==> config.mk <==
export PLATFORM = sky130hd
export DESIGN_NAME = window_scheduler
export DESIGN_NICKNAME = d
export VERILOG_FILES = /design/src/rtl/window_scheduler.sv
export SDC_FILE = /design/constraint.sdc
export NUM_CORES = 1
export LEC_CHECK = 0
export ABC_AREA = 0
export CAP_MARGIN = 10
export CORE_MARGIN = 4
export CORE_UTILIZATION = 42
export DETAILED_ROUTE_END_ITERATION = 10
export PLACE_DENSITY = 0.71
export SYNTH_ARGS = -nofsm -noshare
export SYNTH_HDL_FRONTEND = slang
export SYNTH_SLANG_ARGS = --single-unit
==> constraint.sdc <==
create_clock -name clk -period 4.88 [get_ports clk]
set_clock_uncertainty 0.2 [all_clocks]
set_input_delay 0.732 -clock clk [delete_from_list [all_inputs] [get_ports clk]]
set_output_delay 0.732 -clock clk [all_outputs]
set_load 0.05 [all_outputs]
==> src/rtl/window_scheduler.sv <==
// Two-requester window scheduler: round-robin grant, then a len+1 cycle RUN window and a one-cycle done pulse.
// Grant appears the cycle after req is sampled in IDLE; requests are only accepted in IDLE, abort cuts GRANT/RUN short.
module window_scheduler #(
   parameter int W = 5
) (
   input  logic         clk,
   input  logic         reset,
   input  logic [1:0]   req,
   input  logic [W-1:0] len0,
   input  logic [W-1:0] len1,
   input  logic         abort,
   output logic [1:0]   gnt,
   output logic         busy,
   output logic [1:0]   done,
   output logic         cycle,
   output logic [W-1:0] ctr
);

   typedef enum logic [1:0] {
      IDLE  = 2'd0,
      GRANT = 2'd1,
      RUN   = 2'd2,
      DONE  = 2'd3
   } state_t;

   state_t       state_q, state_d;
   logic         win_q,   win_d;
   logic         ptr_q,   ptr_d;
   logic [W-1:0] len_q,   len_d;
   logic [W-1:0] ctr_q,   ctr_d;
   logic [1:0]   gnt_q,   gnt_d;
   logic [1:0]   done_q,  done_d;
   logic         pick;

   // A lone requester wins outright; on contention the one not served last wins.
   always_comb begin
      pick = 1'b0;
      case (req)
         2'b01:   pick = 1'b0;
         2'b10:   pick = 1'b1;
         2'b11:   pick = ~ptr_q;
         default: pick = 1'b0;
      endcase
   end

   always_comb begin
      state_d = state_q;
      win_d   = win_q;
      ptr_d   = ptr_q;
      len_d   = len_q;
      ctr_d   = ctr_q;
      gnt_d   = gnt_q;
      done_d  = 2'b00;
      case (state_q)
         IDLE: begin
            if (req != 2'b00) begin
               win_d   = pick;
               len_d   = pick ? len1 : len0;
               gnt_d   = pick ? 2'b10 : 2'b01;
               ctr_d   = '0;
               state_d = GRANT;
            end
         end
         GRANT: begin
            if (abort) begin
               ptr_d   = win_q;
               gnt_d   = 2'b00;
               ctr_d   = '0;
               state_d = IDLE;
            end else begin
               state_d = RUN;
            end
         end
         RUN: begin
            if (abort) begin
               ptr_d   = win_q;
               gnt_d   = 2'b00;
               ctr_d   = '0;
               state_d = IDLE;
            end else if (ctr_q == len_q) begin
               ctr_d   = '0;
               gnt_d   = 2'b00;
               done_d  = {win_q, ~win_q};
               state_d = DONE;
            end else begin
               ctr_d   = ctr_q + W'(1);
            end
         end
         DONE: begin
            ptr_d   = win_q;
            state_d = IDLE;
         end
         default: begin
            gnt_d   = 2'b00;
            ctr_d   = '0;
            state_d = IDLE;
         end
      endcase
   end

   always_ff @(posedge clk) begin
      if (reset) begin
         state_q <= IDLE;
         win_q   <= 1'b0;
         ptr_q   <= 1'b1;
         len_q   <= '0;
         ctr_q   <= '0;
         gnt_q   <= 2'b00;
         done_q  <= 2'b00;
      end else begin
         state_q <= state_d;
         win_q   <= win_d;
         ptr_q   <= ptr_d;
         len_q   <= len_d;
         ctr_q   <= ctr_d;
         gnt_q   <= gnt_d;
         done_q  <= done_d;
      end
   end

   assign gnt   = gnt_q;
   assign done  = done_q;
   assign ctr   = ctr_q;
   assign busy  = (state_q != IDLE);
   assign cycle = (state_q == RUN);

endmodule

* Word level (Yosys, flattened, before mapping)
Cells that the tools add are included.
** Word-level totals
- Register bits :: 18
- Bits of input ports :: 15
- Output and inout bits :: 11
- Logic and storage cells :: 54
** Operators by class
- $add $sub $neg :: 1
- Equality and inequality tests :: 10
- Mux-type cells :: 20
- Bitwise operators :: 4
- Reductions and logical operators :: 12
** Operators by type and width (count)
- 2-to-1 mux 5 bit :: 5
- 2-to-1 mux 2 bit :: 9
- one-hot mux 5 bit (3 select lines) :: 1
- == test 2 bit, second input constant :: 4
- one-hot mux 2 bit (4 select lines) :: 1
- one-hot mux 2 bit (3 select lines) :: 1
- AND reduction 2 bit :: 3
- nonzero test 2 bit :: 3
- adder 5 x 1 -> 5 bit, second input constant :: 1
- == test 5 bit :: 1
- inequality test 2 bit, second input constant :: 2
- NOT 1 bit :: 4
- one-hot mux 1 bit (2 select lines) :: 2
- AND reduction 4 bit :: 1
- OR reduction 4 bit :: 1
- inequality test 3 x 2 -> 1 bit, second input constant :: 1
- AND reduction 3 bit :: 1
- nonzero test 3 bit :: 1
- == test 2 x 1 -> 1 bit, second input constant :: 1
- logical NOT 2 bit :: 1
- inequality test 2 x 1 -> 1 bit, second input constant :: 1
- OR reduction 2 bit :: 1
- 2-to-1 mux 1 bit :: 1

* Longest topological paths before layout
Gate-level depths: netlist of the first run.
- Depth after elaboration :: 5
- Depth in mapped cells :: 6
- Depth with buffers taken out :: 6

* Worst setup path before layout of the first run
Ideal clock, no wire load.
- Path kind :: reg-to-reg
- From :: register ctr_q[0], in the netlist ctr[0]
- To :: register gnt_q[0], in the netlist gnt[0]
- Setup time :: 0.121 ns
- Arrival :: 1.737 ns
- Required time :: 4.559 ns
- Slack :: 2.822 ns
- Cell stages (with the launch flop) :: 5
- Buffers on the path :: 0
- Clock period less this slack :: 2.058 ns
- Cell sequence :: dfxtp_1 xnor2_2 nand3_2 o31ai_4 mux2_4
** Between the ends
- Word-level cells in the longest chain between the ends :: 3
** RTL lines
- start: declaration :: RTL line 30 : logic [W-1:0] ctr_q, ctr_d;
- start signal: assignment :: RTL line 115 : ctr_q <= ctr_d;
- == test 5 bit :: RTL line 80 : end else if (ctr_q == len_q) begin
- inequality test 3 x 2 -> 1 bit (no line)
- AND reduction 4 bit (no line)
- end signal: assignment :: RTL line 116 : gnt_q <= gnt_d;
- end: declaration :: RTL line 31 : logic [1:0] gnt_q, gnt_d;
Every way passes these cells.
A chain may end at the register's enable or synchronous reset.

* Final worst setup path of the first run
- From :: register state_q[0]
- To :: output busy
** Between the ends
- Word-level cells in the longest chain between the ends :: 1
** RTL lines
- start: declaration :: RTL line 26 : state_t state_q, state_d;
- start signal: assignment :: RTL line 111 : state_q <= state_d;
- nonzero test 2 bit :: RTL line 124 : assign busy = (state_q != IDLE);
- end: declaration :: RTL line 13 : output logic busy,
Every way passes these cells.

==> flow_summary.yaml, run 1 <==
worst_setup_path:
  critical_path_class: "reg2out"
  start_kind: "flop"
  cpPeakStageDelay_ns: 0.80
  worstPathMaxFanout: 4
  required_ns: 3.95
  arrival_ns: 1.92
  endpoint_kind: "primary output"
  path_common_cell: "inv_1"
  slowest_stage: "clkdlybuf4s50_1"
  worstPathCellList: "inv_1 > ha_1 > inv_1 > clkdlybuf4s50_1"
placed_design:
  gp_congestion: 0.825
  port_buffers: 25
  placed_cell_area_um2: 1290
  dp_hpwl_um: 1620
floorplanning:
  io_pins: 26
  dieArea_um2: 3260
  coreArea_um2: 2250
  die_width_um: 57.1
  die_y_um: 57.1
  fp-row-count: 17
  start_util_pct: 44.8
finish:
  n_fill_cell: 214
  diodes: 0
  area_growth_pct: 31.1
  final_nets: 154
  design_area_um2: 1330
  drive_gt1_share_pct: 11.4
synth:
  yosysWarnings: 0
  synth_area_leaders: "dfxtp_1, mux2i_1, ha_1, xnor2_2, a211oi_1"
  ys_ff_latch: 18
  syn-mean-instance-area_um2: 9.63
  synth_top_area_cell: "dfxtp_1"
  yosys.cell_types.count: 32
  synth_edf_count: 0
  ys_seq_area_share_pct: 35.6
  synth_area_um2: 1010
  yosys_most_used_dff: "dfxtp_1"
  syn-num-nets: 126
  ys_async_sr_fraction_pct: 0
  syn_inst: 105
  yosysTopAreaCellShare_pct: 35.6
sta:
  holdWs_ns: 0.281
  tns_ns: 0
  grt_setup_unrepaired: "false"
  relSlewSlack_pct: 50.1
  fmax_mhz: 351
  tightest_slew_ns: 0.747
  finalSetupViolCount: 0
  slew_violations: 0
  post-route-period-util_pct: 58.4
  fin_crit_ns: 2.85
  hold_viol: 0
pwr:
  swShare_pct: 32.2
  p_sw_uw: 122
  p_seq_share_pct: 44.5
  comb_power_share_pct: 30.9
  p_leak_uw: 0.000485
  power.density_nw_per_um2: 286
  ir_drop_mv: 0.167
  p_clk_share_pct: 24.6
  internal_power_uw: 257
  power_uw: 379
cts:
  clockBufferDepth: 2
  ctsHoldBuffers: 0
  clock_sinks: 18
  clkTransAtPathRegs_ns: 0.11
  clkLatencyLatePin_ns: 0.30
  h-tree-depth: 1
  cts_resized: 0
  numCtsBuffers: 3
  cts_tree: "yes"
  cts_setup_buffers: 0
  clockRootBuffer: "clkbuf_4"
grt:
  grt_max_degree: 22
  grt.total_usage_pct: 14.4
  antenna_found_initial: 0
  gr-total-overflow: 0
  grt_pass1_vias: 810
  grt_pass1_wl_um: 3680
detailed_routing:
  via_per_inst: 5.33
  vias: 852
  ant_nets: 0
  wl_per_cell_um: 13.2
  routed_wl_um: 2110
  drc: 0
  first_pass_iters: 4
  drt_iter0_drc: 13
job:
  drv_cap: 0
status:
  status: "completed"
min_path:
  hp-class: "reg2reg"
## registers in the layout, indices dropped and copies added (netlist names)
register,cells
ctr,5
win_q,1
len_q,5
state_q,2
ptr_q,1
done,2
gnt,2
## per-stage QoR
stage	util (%)	setup slack, ns	instances
after global routing	58.8	1.93	160
after CTS	58.8	2.03	160
after floorplan	-	2.82	105
after detailed placement	57.2	2.21	156
after global placement	57.2	2.31	156
final	58.8	2.03	160
## power groups by stage
| stage | Clock, uW | Combinational, uW | Sequential, uW |
|---|---|---|---|
| after floorplan | 0 | 73.7 | 180 |
| after CTS | 96.5 | 118 | 169 |
| final | 93.2 | 117 | 169 |
| after detailed placement | 0 | 117 | 172 |
| after global placement | 0 | 115 | 172 |
| after global routing | 106 | 128 | 170 |
## layout make-up
class / instances / area [um2] / share of cell area (%)
clock buffers: 4 / 36.3 / 2.74
inverters: 4 / 15.0 / 1.13
flip-flops and latches: 18 / 360 / 27.2
repair buffers: 25 / 250 / 18.9
multi-input cells: 81 / 628 / 47.4
well taps: 28 / 35.0 / 2.64
## layer usage
metal	track usage (%)	share of wire [%]	wire (um)	vias up
met5	0	0	0	-
met4	6.95	2.4	51	0
met3	3.17	3.8	81	5
met2	21.9	46	978	15
met1	19.1	47	996	398
li1	-	-	-	434
## kinds of logic (layout without fill, tap and decap cells)
kind of cell	Yosys count	after routing	synth area share [%]
AND/OR/NAND/NOR	41	41	22.0
flip-flops	18	18	35.6
AO/OA/AOI/OAI	17	17	14.1
multiplexers	9	9	9.41
XOR/XNOR	8	8	9.16
adder cells (fa/ha/maj)	6	6	7.43
buffers and inverters	6	33	2.23
## worst paths after layout
check                                        startpoint                   to  slack [ns]  cells past startpoint
worst min-delay path                 win_q$_SDFFE_PP0P_   done[0]$_SDFF_PP0_        0.28                      1
worst max-delay path            state_q[0]$_SDFFE_PP0P_                 busy        2.03                      4
worst max register to register  state_q[0]$_SDFFE_PP0P_  gnt[0]$_SDFFE_PP0P_        2.73                      6
worst min register to register       win_q$_SDFFE_PP0P_   done[0]$_SDFF_PP0_        0.28                      1
## critical path: cells and delay by family, from the launching register on
family                     cells  cell delay (ns)
adders and majority gates      1             0.24
buffers and inverters          3             0.99
DFF                            1             0.38
## cells in the final DEF (no fill, tap or decap), types with 3 or more instances in the layout
cell type and instances:
nor3_1 7, nor2b_1 4, nand2b_1 4, clkdlybuf4s50_1 25, clkbuf_4 3, inv_1 4
mux2i_1 8, o21ai_0 3, nor2_1 8, xnor2_1 4, xnor2_2 3, ha_1 6
dfxtp_1 18, a211oi_1 6, nand2_1 6
## synth_stat cells (all sizes together) (2+ instances only)
cell type / number
nor4: 2
nand4: 2
nand3: 3
xnor2: 7
nor2: 8
nor3: 7
a211oi: 7
mux2i: 8
a21oi: 2
clkbuf: 2
o21ai: 3
nand2: 6
nor2b: 4
ha: 6
inv: 4
dfxtp: 18
nand2b: 4
Note: power is estimated with default switching activity, not from simulation.
==> run 2, diff against run 1 <==
==> constraint.sdc (replaced) <==
create_clock -name clk -period 2.75 [get_ports clk]
set_clock_uncertainty 0.2 [all_clocks]
set_input_delay 0.4125 -clock clk [delete_from_list [all_inputs] [get_ports clk]]
set_output_delay 0.4125 -clock clk [all_outputs]
set_load 0.05 [all_outputs]
==> flow_summary.yaml, run 2 (synthesized netlist as in run 1, its figures left out) <==
status:
  status: "completed"
grt:
  grt_pass1_vias: 855
  grt_max_degree: 15
  gr-total-overflow: 0
  grt.total_usage_pct: 14.5
  grt_pass1_wl_um: 3750
  antenna_found_initial: 0
worst_setup_path:
  worstPathMaxFanout: 4
  r2r_cells: 6
  start_kind: "flop"
  endpoint_kind: "primary output"
  critical_path_class: "reg2out"
  arrival_ns: 1.93
  required_ns: 2.14
floorplanning:
  io_pins: 26
  start_util_pct: 44.8
  coreArea_um2: 2250
  die_width_um: 57.1
  die_y_um: 57.1
  fp-row-count: 17
  dieArea_um2: 3260
cts:
  clkLatencyLatePin_ns: 0.29
  clock_sinks: 18
  clkTransAtPathRegs_ns: 0.10
  h-tree-depth: 1
  cts_resized: 0
  cts_setup_buffers: 0
  clockRootBuffer: "clkbuf_4"
  ctsHoldBuffers: 0
  clockBufferDepth: 2
  numCtsBuffers: 3
  cts_tree: "yes"
placed_design:
  placed_cell_area_um2: 1300
  dp_hpwl_um: 1800
  port_buffers: 25
  gp_congestion: 0.830
  pre_cts_slack_ns: 0.427
sta:
  relSlewSlack_pct: 65.3
  setup_ws_ns: 0.212
  post-route-period-util_pct: 92.3
  fmax_mhz: 394
  holdWs_ns: 0.266
  hold_viol: 0
  tns_ns: 0
  fin_crit_ns: 2.54
  grt_setup_unrepaired: "false"
  tightest_slew_ns: 0.520
  finalSetupViolCount: 0
  slew_violations: 0
finish:
  drive_gt1_share_pct: 12.7
  design_area_um2: 1340
  diodes: 0
  area_growth_pct: 32.5
  final_common_cell: "clkdlybuf4s50_1"
  n_fill_cell: 216
  final_nets: 156
  layout_common_cells: "clkdlybuf4s50_1, dfxtp_1, mux2i_1, nor2_1, nor3_1"
detailed_routing:
  first_pass_iters: 4
  ant_nets: 0
  vias: 855
  routed_wl_um: 2200
  via_per_inst: 5.28
  drc: 0
  wl_per_cell_um: 13.6
  drt_iter0_drc: 3
pwr:
  ir_drop_mv: 0.400
  power.density_nw_per_um2: 501
  p_leak_uw: 0.000494
  power_uw: 672
job:
  drv_cap: 0
min_path:
  holdPathStages: 1
  hp-class: "reg2reg"
-- run 2: cell types whose count changed in the layout (fill, tap and decap cells not counted) --
cell | previous run | this run
buf_4 | 0 | 2
-- run 2: worst paths after layout --
kind              slack [ns]             endpoint                     from
setup reg to reg        0.60  gnt[0]$_SDFFE_PP0P_  state_q[0]$_SDFFE_PP0P_
hold reg to reg         0.27   done[0]$_SDFF_PP0_       win_q$_SDFFE_PP0P_
setup / recovery        0.21                 busy  state_q[0]$_SDFFE_PP0P_
hold / removal          0.27   done[0]$_SDFF_PP0_       win_q$_SDFFE_PP0P_
-- run 2: critical path: stages (launching register included) --
cell and delay [ns]:
dfxtp_1 0.37, inv_1 0.10, ha_1 0.25, inv_1 0.10
clkdlybuf4s50_1 0.81
-- run 2: per-layer routing --
layer	global-route usage (%)	vias up	wire length (um)
met5	0	-	0
met4	3.31	0	0
met3	4.52	0	85
met2	25.0	15	1150
met1	17.6	401	963
li1	-	439	-
-- run 2: per-stage QoR --
stage | instances | util (%)
floorplan | 105 | -
global placement | 158 | 57.8
detailed placement | 158 | 57.8
CTS | 162 | 59.4
global route | 162 | 59.4
finish | 162 | 59.4
-- run 2: report_power, final --
| part | switching [uW] | internal (uW) | leakage (uW) |
|---|---|---|---|
| logic | 114 | 97.6 | 0.000326 |
| registers | 18.9 | 281 | 0.000147 |
| clock network | 79.5 | 80.7 | 0.0000210 |
-- run 2: layout make-up --
class,instances,area (um2),area share (%)
multi-input combinational,81,628,46.9
clock buffer,4,36.3,2.71
inverter,4,15.0,1.12
sequential,18,360,26.9
timing repair buffer,27,265,19.8
tap,28,35.0,2.61
